### src/rtl/reg_port_pkg.sv
// Shared types and constants for the register-port arbiter.
package reg_port_pkg;

    typedef enum logic [1:0] {
        IDLE    = 2'd0,
        SERVE_A = 2'd1,
        SERVE_B = 2'd2,
        TURN    = 2'd3
    } arb_state_e;

    localparam int STORE_HOLD_MIN = 1;
    localparam int STORE_HOLD_MAX = 15;

    // Keeps an out-of-range hold length from producing a zero-length or oversized access.
    function automatic int clamp_hold(input int hold);
        if (hold < STORE_HOLD_MIN) return STORE_HOLD_MIN;
        if (hold > STORE_HOLD_MAX) return STORE_HOLD_MAX;
        return hold;
    endfunction

endpackage

### src/rtl/reg_port_arbiter.sv
// Round-robin arbiter giving bus IN (A) or IN2 (B) exclusive access to one register.
// Optional Store turnaround cycle: define REG_PORT_ARBITER_TURNAROUND_EN.
import reg_port_pkg::*;

module reg_port_arbiter #(
    parameter int STORE_HOLD = 2
) (
    input  logic Clk,
    input  logic Reset,
    input  logic ReqA,
    input  logic ReqB,
    input  logic WrA,
    input  logic WrB,
    output logic GntA,
    output logic GntB,
    output logic DoneA,
    output logic DoneB,
    output logic Load,
    output logic Load2,
    output logic Store,
    output logic Store2,
    output logic Busy
);

    localparam int HOLD  = clamp_hold(STORE_HOLD);
    localparam int CNT_W = $clog2(HOLD + 1);
    localparam logic [CNT_W-1:0] HOLD_LAST = CNT_W'(HOLD);

    arb_state_e       state_q, state_d;
    logic             wr_q;
    logic             rr_b_q;
    logic [CNT_W-1:0] hold_cnt_q;
    logic             grant_a, grant_b;
    logic             serving;
    logic             last_cyc;

    assign serving  = (state_q == SERVE_A) || (state_q == SERVE_B);
    assign last_cyc = wr_q || (hold_cnt_q == HOLD_LAST);

    always_comb begin
        state_d = state_q;
        grant_a = 1'b0;
        grant_b = 1'b0;
        case (state_q)
            IDLE: begin
                // rr_b_q set means A was served last, so B wins a tie.
                if (ReqA && (!ReqB || !rr_b_q)) begin
                    grant_a = 1'b1;
                    state_d = SERVE_A;
                end else if (ReqB) begin
                    grant_b = 1'b1;
                    state_d = SERVE_B;
                end
            end
            SERVE_A, SERVE_B: begin
                if (last_cyc) begin
`ifdef REG_PORT_ARBITER_TURNAROUND_EN
                    state_d = wr_q ? IDLE : TURN;
`else
                    state_d = IDLE;
`endif
                end
            end
            TURN:    state_d = IDLE;
            default: state_d = IDLE;
        endcase
    end

    always_ff @(posedge Clk or posedge Reset) begin
        if (Reset) begin
            state_q    <= IDLE;
            wr_q       <= 1'b0;
            rr_b_q     <= 1'b0;
            hold_cnt_q <= '0;
        end else begin
            state_q <= state_d;
            if (grant_a) begin
                wr_q   <= WrA;
                rr_b_q <= 1'b1;
            end else if (grant_b) begin
                wr_q   <= WrB;
                rr_b_q <= 1'b0;
            end
            // Counts access cycles 1..HOLD and saturates at HOLD.
            if (grant_a || grant_b) begin
                hold_cnt_q <= CNT_W'(1);
            end else if (serving && (hold_cnt_q != HOLD_LAST)) begin
                hold_cnt_q <= hold_cnt_q + 1'b1;
            end else if (!serving) begin
                hold_cnt_q <= '0;
            end
        end
    end

    assign GntA   = (state_q == SERVE_A);
    assign GntB   = (state_q == SERVE_B);
    assign Load   = GntA && wr_q;
    assign Store  = GntA && !wr_q;
    assign Load2  = GntB && wr_q;
    assign Store2 = GntB && !wr_q;
    assign DoneA  = GntA && last_cyc;
    assign DoneB  = GntB && last_cyc;
    assign Busy   = (state_q != IDLE);

endmodule

### config.mk
export PLATFORM = sky130hd
export DESIGN_NAME = reg_port_arbiter
export DESIGN_NICKNAME = d
export VERILOG_FILES = /design/src/rtl/reg_port_pkg.sv /design/src/rtl/reg_port_arbiter.sv
export SDC_FILE = /design/constraint.sdc
export NUM_CORES = 1
export LEC_CHECK = 0
export CORE_AREA = 2 2 39 41
export CTS_CLUSTER_SIZE = 10
export DETAILED_ROUTE_END_ITERATION = 7
export DIE_AREA = 0 0 41 43
export GPL_ROUTABILITY_DRIVEN = 0
export MAX_ROUTING_LAYER = met4
export PLACE_DENSITY_LB_ADDON = 0.2
export SLEW_MARGIN = 20
export SYNTH_ARGS = -nofsm -noshare
export SYNTH_HDL_FRONTEND = slang
export SYNTH_SLANG_ARGS = --single-unit
export TNS_END_PERCENT = 5
### constraint.sdc
create_clock -name Clk -period 3.2 [get_ports Clk]
set_clock_uncertainty 0.05 [all_clocks]
set_input_delay 0.32 -clock Clk [delete_from_list [all_inputs] [get_ports Clk]]
set_output_delay 0.32 -clock Clk [all_outputs]
set_load 0.01 [all_outputs]
## Yosys cells after proc, flatten, opt, wreduce, memory -nomap -nowiden

Index checks and enable logic that the tools add are counted.

| word-level totals | value |
|---|---|
| memories kept | 0 |
| latch bits | 0 |
| output and inout bits | 9 |
| bits in writable memories | 0 |
| bits in read-only memories | 0 |
| word-level logic and storage cells | 49 |
| register bits after elaboration | 6 |

| cells by class | value |
|---|---|
| bitwise gates (word level) | 0 |
| magnitude comparators | 0 |
| add/subtract/negate cells | 1 |
| reduce and logical (&&, ||, !) cells | 20 |
| multipliers | 0 |
| shift-type cells | 0 |
| mux-type cells | 16 |
| equal/unequal tests | 8 |
| divide/modulo/power cells | 0 |

Operators by type and width:

| operator | count |
|---|---|
| $mux W2 | 6 |
| $mux W1 | 9 |
| $logic_and A1 B1 Y1 | 8 |
| $eq A2 B2 Y1 const B | 3 |
| $pmux W2 S3 | 1 |
| $logic_or A1 B1 Y1 | 4 |
| $ne A2 B2 Y1 const B | 2 |
| $reduce_bool A2 Y1 | 2 |
| $logic_not A1 Y1 | 3 |
| $ne A3 B1 Y1 const B | 1 |
| $ne A3 B3 Y1 const B | 1 |
| $add A2 B1 Y2 const B | 1 |
| $eq A2 B1 Y1 const B | 1 |
| $logic_not A2 Y1 | 1 |
| $reduce_and A2 Y1 | 1 |
| $reduce_or A2 Y1 | 1 |

## Logic depth before layout (Yosys ltp)

Gate-level depths: netlist of the first run.

| logic depth | value |
|---|---|
| word-level depth | 7 |
| gate-level depth with buffers | 5 |
| mapped depth without buffers | 5 |

## Least setup slack after synthesis of the first run

No wires, ideal clock.

| timing | value |
|---|---|
| path kind | register to register |
| start point | register state_q[0] |
| end point | register state_q[1] |
| stages on the path, launching flop included | 5 |
| path buffers | 0 |
| required time | 3.025 ns |
| arrival time | 1.303 ns |
| path slack | 1.723 ns |
| path through | dfrtp_1 -> inv_1 -> ha_1 -> a22oi_1 -> mux2_2 |

| on the way | value |
|---|---|
| cells in the longest elaborated chain, start to end | 4 |
| elaborated cells between the ends (all ways) | 9 |
| those cells by class | eq/ne (5); mux (1); reduce/logical (3) |

RTL lines:

| element | RTL line | RTL |
|---|---|---|
| start: declaration | reg_port_arbiter.sv:29 | `arb_state_e state_q, state_d;` |
| start signal: assignment | reg_port_arbiter.sv:76 | `state_q <= state_d;` |
| $eq A2 B1 Y1 or $eq A2 B2 Y1 (tied branches) | reg_port_arbiter.sv:44 | `case (state_q)` |
| $reduce_or A2 Y1 | reg_port_arbiter.sv:44 |  |
| $ne A2 B2 Y1 (no source line) | -- |  |
| $reduce_and A2 Y1 (no source line) | -- |  |

Several ways; a longest one is shown, not always the timed one.
A chain may end at the register's enable or synchronous reset.

## Final worst setup path of the first run

| timing | value |
|---|---|
| start point | register hold_cnt_q[0] |
| end point | output port DoneA |

| on the way | value |
|---|---|
| cells in the longest elaborated chain, start to end | 3 |

RTL lines:

| element | RTL line | RTL |
|---|---|---|
| start: declaration | reg_port_arbiter.sv:32 | `logic [CNT_W-1:0] hold_cnt_q;` |
| start signal: assignment | reg_port_arbiter.sv:88 | `hold_cnt_q <= hold_cnt_q + 1'b1;` |
| $eq A2 B2 Y1 | reg_port_arbiter.sv:38 | `assign last_cyc = wr_q \|\| (hold_cnt_q == HOLD_LAST);` |
| $logic_or A1 B1 Y1 | reg_port_arbiter.sv:38 |  |
| $logic_and A1 B1 Y1 | reg_port_arbiter.sv:101 | `assign DoneA = GntA && last_cyc;` |
| end: declaration | reg_port_arbiter.sv:16 | `output logic DoneA,` |

No other way between the ends.

==> metrics.txt, run 1 <==
worst hold path type in2async; share of cells above drive strength 1 11.29%; maximum vdd ir drop 0.0005288 V; pwr dens about 990 nW/µm²; most frequent cells in the layout clkdlybuf4s50_1 (14), dfrtp_1 (6), inv_1 (5), nor2b_1 (5), ha_1 (5); vias in the first global route 340; # hold bufs at CTS 0; worst-margin pin slew 299.6 ps; Initial Util 30.56%; #FFs+latches synth 6; Final min period 2012 ps; critical path's slowest cell clkdlybuf4s50_1; Top delay family on crit path buffers and inverters; Synth Area per Inst around 9.4 µm²; GRT Total Usage 12.14%; clock sinks 6; fmax roughly 500 MHz; TNS Setup 0 ps; Rows 14; crit path DAT 1640 ps; Slew headroom approximately 80%; largest net degree at the start of global routing 9; most common cell after layout, fill and taps aside clkdlybuf4s50_1; Syn Nets 56; CTS resizes 0; Post-CTS Setup Repair Bufs 0; io pins 15; clk_lat worst skew 240 ps; Area Growth Syn to Fin 43.20%; post-route ant nets 0; global-route wire length before repair ~1.3 mm; H-tree Lvls 1; register area share after synthesis 35.50%; CTS tree done; total power 0.0005976 W; Worst R2R Path Depth 5; n_diodes 0; CTS Buffer Depth 2; via count about 380; CTS buffer count 3; final hold vios 0; Crit path depth 5; Critical Path RT 2830 ps; unique cell type count in the Yosys netlist 20; Reg clk slew, reported paths 50 ps; Mapped Cells 45; status finished, final reports clean; Buf+Inv Stages, Crit Path 2; Pre-Repair DR Iteration Count 1; max incr delay on CP 530 ps; CP endpoint kind output port; overall routed net length 803 µm; Tcrit/Tclk final 62.88%; vias per cell 4.846; Final Setup Violations 0; RSZ-0062 raised after global routing false; Die Area 1763 µm²; Root Buffer clkbuf_4; Die Wd 41 µm; antenna violations before repair 0; Cell Area, Synth 422.9 µm²; worst setup path class reg2out; post-DP HPWL about 630 µm; Crit Path Max Fanout 5; # DRC 0; grt ovf 0; post-synth top area cell dfrtp_1; Die Y ~43 µm; Final Max Slew Viols 0; crit-path cells inv_1, ha_1, nor2_1, nor2b_1, clkdlybuf4s50_1; Startpoint Class flip-flop; Final #Nets 75; Area contributors post-synth dfrtp_1 (36%), ha_1 (15%), nor2b_1 (7.4%), mux2_2 (5.3%), inv_1 (4.4%); Routed wire per std cell 10.29 µm; top cell type's share of synthesized area 35.50%; max cap viols 0; Synth warnings 0; Static Leak ~0.27 nW; port buffer count 14; core box area 1384 µm²; DR iter-0 viols 0
-- where the power goes --
part           internal, W  switching [W]  leakage, nW  total (W)
clock            0.0000423      0.0000262       0.0138  0.0000685
combinational     0.000210       0.000174        0.187   0.000384
sequential        0.000116      0.0000291       0.0733   0.000145
-- registers in the layout, indices dropped and copies added, names as in the netlist --
signal	flops
hold_cnt_q	2
state_q	2
rr_b_q	1
wr_q	1
-- per-stage QoR --
| step | utilization, % | hold slack, ps | worst slack [ps] | cells | instance area [µm²] |
|---|---|---|---|---|---|
| floorplan | - | 60.96 | 1723 | 45 | 422.9 |
| global placement | 42.13 | 442.0 | 1386 | 75 | 583.1 |
| detailed placement | 42.13 | 443.0 | 1391 | 75 | 583.1 |
| CTS | 43.76 | 248.6 | 1166 | 78 | 605.6 |
| global route | 43.76 | 283.4 | 1066 | 78 | 605.6 |
| finish | 43.76 | 241.2 | 1188 | 78 | 605.6 |
-- layout make-up --
class | count | area (µm²)
sequential | 6 | 150.1
tap | 16 | 20.02
timing repair buffer | 14 | 140.1
inverter | 5 | 18.77
fill | 144 | 778.2
clock buffer | 3 | 22.52
multi-input combinational | 34 | 254.0
-- kinds of logic (layout without fill, tap and decap cells) --
logic type,Yosys count,after routing,share of synthesized area (%)
AO/OA/AOI/OAI,10,10,16.57
adder cells (fa/ha/maj),5,5,14.79
buffers and inverters,5,22,4.438
flip-flops,6,6,35.50
multiplexers,3,3,7.692
AND/OR/NAND/NOR,16,16,21.01
-- cell usage after synthesis --
library cell / instances
dfrtp_1: 6
ha_1: 5
inv_1: 5
nor2b_1: 5
nor2_1: 3
a21oi_1: 2
a22oi_1: 2
and2_1: 2
mux2_2: 2
nand3_1: 2
o21ai_0: 2
a21boi_0: 1
a31oi_1: 1
and3_1: 1
mux2i_1: 1
nand2_1: 1
nand2b_1: 1
o221a_2: 1
o22a_2: 1
or2b_1: 1
-- worst register-to-register path: stages, from the launching register on --
cell and delay (ps):
dfrtp_1 390, inv_1 110, ha_1 310, nand2b_1 120
mux2_2 270, o221a_2 240
-- routing by layer --
layer / global-route usage (%) / part of all wire (%)
met5: - / 0
met4: 8.000 / 1.0
met3: 6.283 / 6.1
met2: 16.56 / 49
met1: 13.20 / 44
-- worst paths after layout --
path | slack, ps | start | endpoint
worst max-delay path | 1190 | hold_cnt_q[0] | DoneA
worst min-delay path | 240 | Reset | state_q[0]
worst min register to register | 450 | rr_b_q | rr_b_q
worst max register to register | 1590 | state_q[1] | wr_q
max in group asynchronous | 2650 | Reset | rr_b_q
min in group Clk | 450 | rr_b_q | rr_b_q
(Power assumes the default switching activity.)
==> inputs of run 2 (changes only) <==
==> constraint.sdc (replaced) <==
create_clock -name Clk -period 1.9 [get_ports Clk]
set_clock_uncertainty 0.05 [all_clocks]
set_input_delay 0.19 -clock Clk [delete_from_list [all_inputs] [get_ports Clk]]
set_output_delay 0.19 -clock Clk [all_outputs]
set_load 0.01 [all_outputs]
==> run 2 against run 1 <==
  * Non-clock buffer count stayed put
  * Sequential power is 70% higher
  * Largest power group unchanged
  * Largest cell class unchanged
  * Worst hold slack worse by 130 ps
==> metrics.txt, run 2 (synthesis results as in run 1) <==
status finished, final reports clean (unchanged); Fill cells 146 (was 144); CTS Buffer Depth 2 (unchanged); worst hold path type in2async (unchanged); most common cell after layout, fill and taps aside clkdlybuf4s50_1 (unchanged); antenna violations before repair 0 (unchanged); Routed wire per std cell 10.87 µm (was 10.29 µm); Static Leak 0.3536 nW (was 0.2741 nW); GRT Total Usage 12.12% (was 12.14%); overall routed net length 848 µm (was 803 µm); worst-margin pin slew 294.2 ps (was 299.6 ps); core box area 1384 µm² (unchanged); Die Area 1763 µm² (unchanged); Die Y 43 µm (unchanged); post-layout util 45.21% (was 43.76%); post-DP HPWL 655.8 µm (was 631.9 µm); grt ovf 0 (unchanged); vias per cell 4.615 (was 4.846); Die Wd 41 µm (unchanged); H-tree Lvls 1 (unchanged); biggest regs hold_cnt_q: 2 flops, state_q: 2 flops (unchanged); Tcrit/Tclk final 94.73%; worst setup path class reg2out (unchanged); via count 360 (was 378); Post-DP Area 583.1 µm² (unchanged); Final Max Slew Viols 0 (unchanged); Root Buffer clkbuf_4 (unchanged); largest net degree at the start of global routing 9 (unchanged); DR iter-0 viols 5 (was 0); clock sinks 6 (unchanged); Area Growth Syn to Fin 47.93% (was 43.20%); Reg clk slew, reported paths 50 ps (about the same); port buffer count 14 (unchanged); max cap viols 0 (unchanged); CP dominant cell by count inv_1; Crit Path Max Fanout 8 (was 5); Final #Nets 75 (unchanged); io pins 15 (unchanged); CP endpoint kind output port (unchanged); TNS Setup 0 ps (unchanged); # DRC 0 (unchanged); Final Setup Violations 0 (unchanged); Critical Path RT 1660 ps (was 2830 ps); final hold vios 0 (unchanged); crit path DAT 1560 ps (was 1640 ps); Startpoint Class flip-flop (unchanged); CTS tree done (unchanged); n_diodes 0 (unchanged); Slew headroom 80.38% (was 80.03%); fmax between 500 and 600 MHz; Pre-Repair DR Iteration Count 4 (was 1); CTS buffer count 3 (unchanged); pwr dens 1636 nW/µm² (was 986.9 nW/µm²); RSZ-0062 raised after global routing false (unchanged); Finished Cell Area 625.6 µm² (was 605.6 µm²); vias in the first global route 302 (was 340); maximum vdd ir drop 0.0006896 V (was 0.0005288 V); Final min period 1800 ps; most frequent cells in the layout clkdlybuf4s50_1 (9), dfrtp_1 (6), nor2b_1 (5), dlymetal6s2s_1 (5), inv_1 (4) (was clkdlybuf4s50_1 (14), dfrtp_1 (6), inv_1 (5), nor2b_1 (5), ha_1 (5)); Post-CTS Setup Repair Bufs 0 (unchanged); critical path's slowest cell clkdlybuf4s50_1 (unchanged); post-route ant nets 0 (unchanged); Initial Util 30.56% (unchanged); max incr delay on CP 470 ps (was 530 ps); clk_lat worst skew 250 ps (was 240 ps); crit-path cells inv_1, ha_2, inv_1, clkdlybuf4s50_1 (was inv_1, ha_1, nor2_1, nor2b_1, clkdlybuf4s50_1); Rows 14 (unchanged); share of cells above drive strength 1 17.74% (was 11.29%); global-route wire length before repair 1.352 mm (was 1.345 mm)
[run 2: report_power, final]
part / internal [W] / leakage [nW] / switching (W) / total [W]
Sequential: 0.000196 / 0.0733 / 0.0000513 / 0.000247
Combinational: 0.000355 / 0.267 / 0.000301 / 0.000656
Clock: 0.0000717 / 0.0138 / 0.0000488 / 0.000120
[run 2: timing repair]
| item | CTS | global route |
|---|---|---|
| hold buffers | 0 | 0 |
| gates resized for setup | 0 | 9 |
| endpoints found under the setup margin | 0 | 7 |
[run 2: routing by layer]
layer  GRT usage [%]  vias up  wire length [µm]
li1                -      190                 -
met1           14.80      157               383
met2           16.88       13               405
met3           4.712        0                59
met4           6.000        0                 0
met5               -        -                 0
[run 2: worst paths after layout]
| path | cells after the start | slack [ps] | from | to |
|---|---|---|---|---|
| hold / removal | 2 | 110 | Reset | rr_b_q |
| setup reg to reg | 4 | 300 | state_q[1] | state_q[1] |
| hold reg to reg | 1 | 460 | rr_b_q | rr_b_q |
| setup / recovery | 4 | 100 | state_q[1] | Busy |
| min in group Clk | 1 | 460 | rr_b_q | rr_b_q |
| max in group asynchronous | 2 | 1490 | Reset | hold_cnt_q[1] |
[run 2: area by class of cell]
class / count / area, µm² / area share (%)
clock buffers: 3 / 22.52 / 3.600
well taps: 16 / 20.02 / 3.200
multi-input cells: 34 / 261.5 / 41.80
repair buffers: 14 / 152.6 / 24.40
inverters: 5 / 18.77 / 3.000
flip-flops and latches: 6 / 150.1 / 24.00
[run 2: worst max-delay path: cells and delay by family (launching register included)]
family / cells / cell delay [ps]
buffers and inverters: 3 / 640
flip-flops: 1 / 390
adder cells (fa/ha/maj): 1 / 280
[run 2: through the flow]
step / setup slack (ps) / cells / hold WS [ps] / power, W
3_3_place_gp: 217.3 / 75 / 383.0 / 0.0008969
6_report: 100.2 / 78 / 107.2 / 0.001024
4_1_cts: 9.460 / 78 / 120.0 / 0.001029
3_5_place_dp: 233.7 / 75 / 383.7 / 0.0009056
2_1_floorplan: 422.6 / 45 / -69.04 / 0.0006518
5_1_grt: 23.97 / 78 / 141.2 / 0.001121
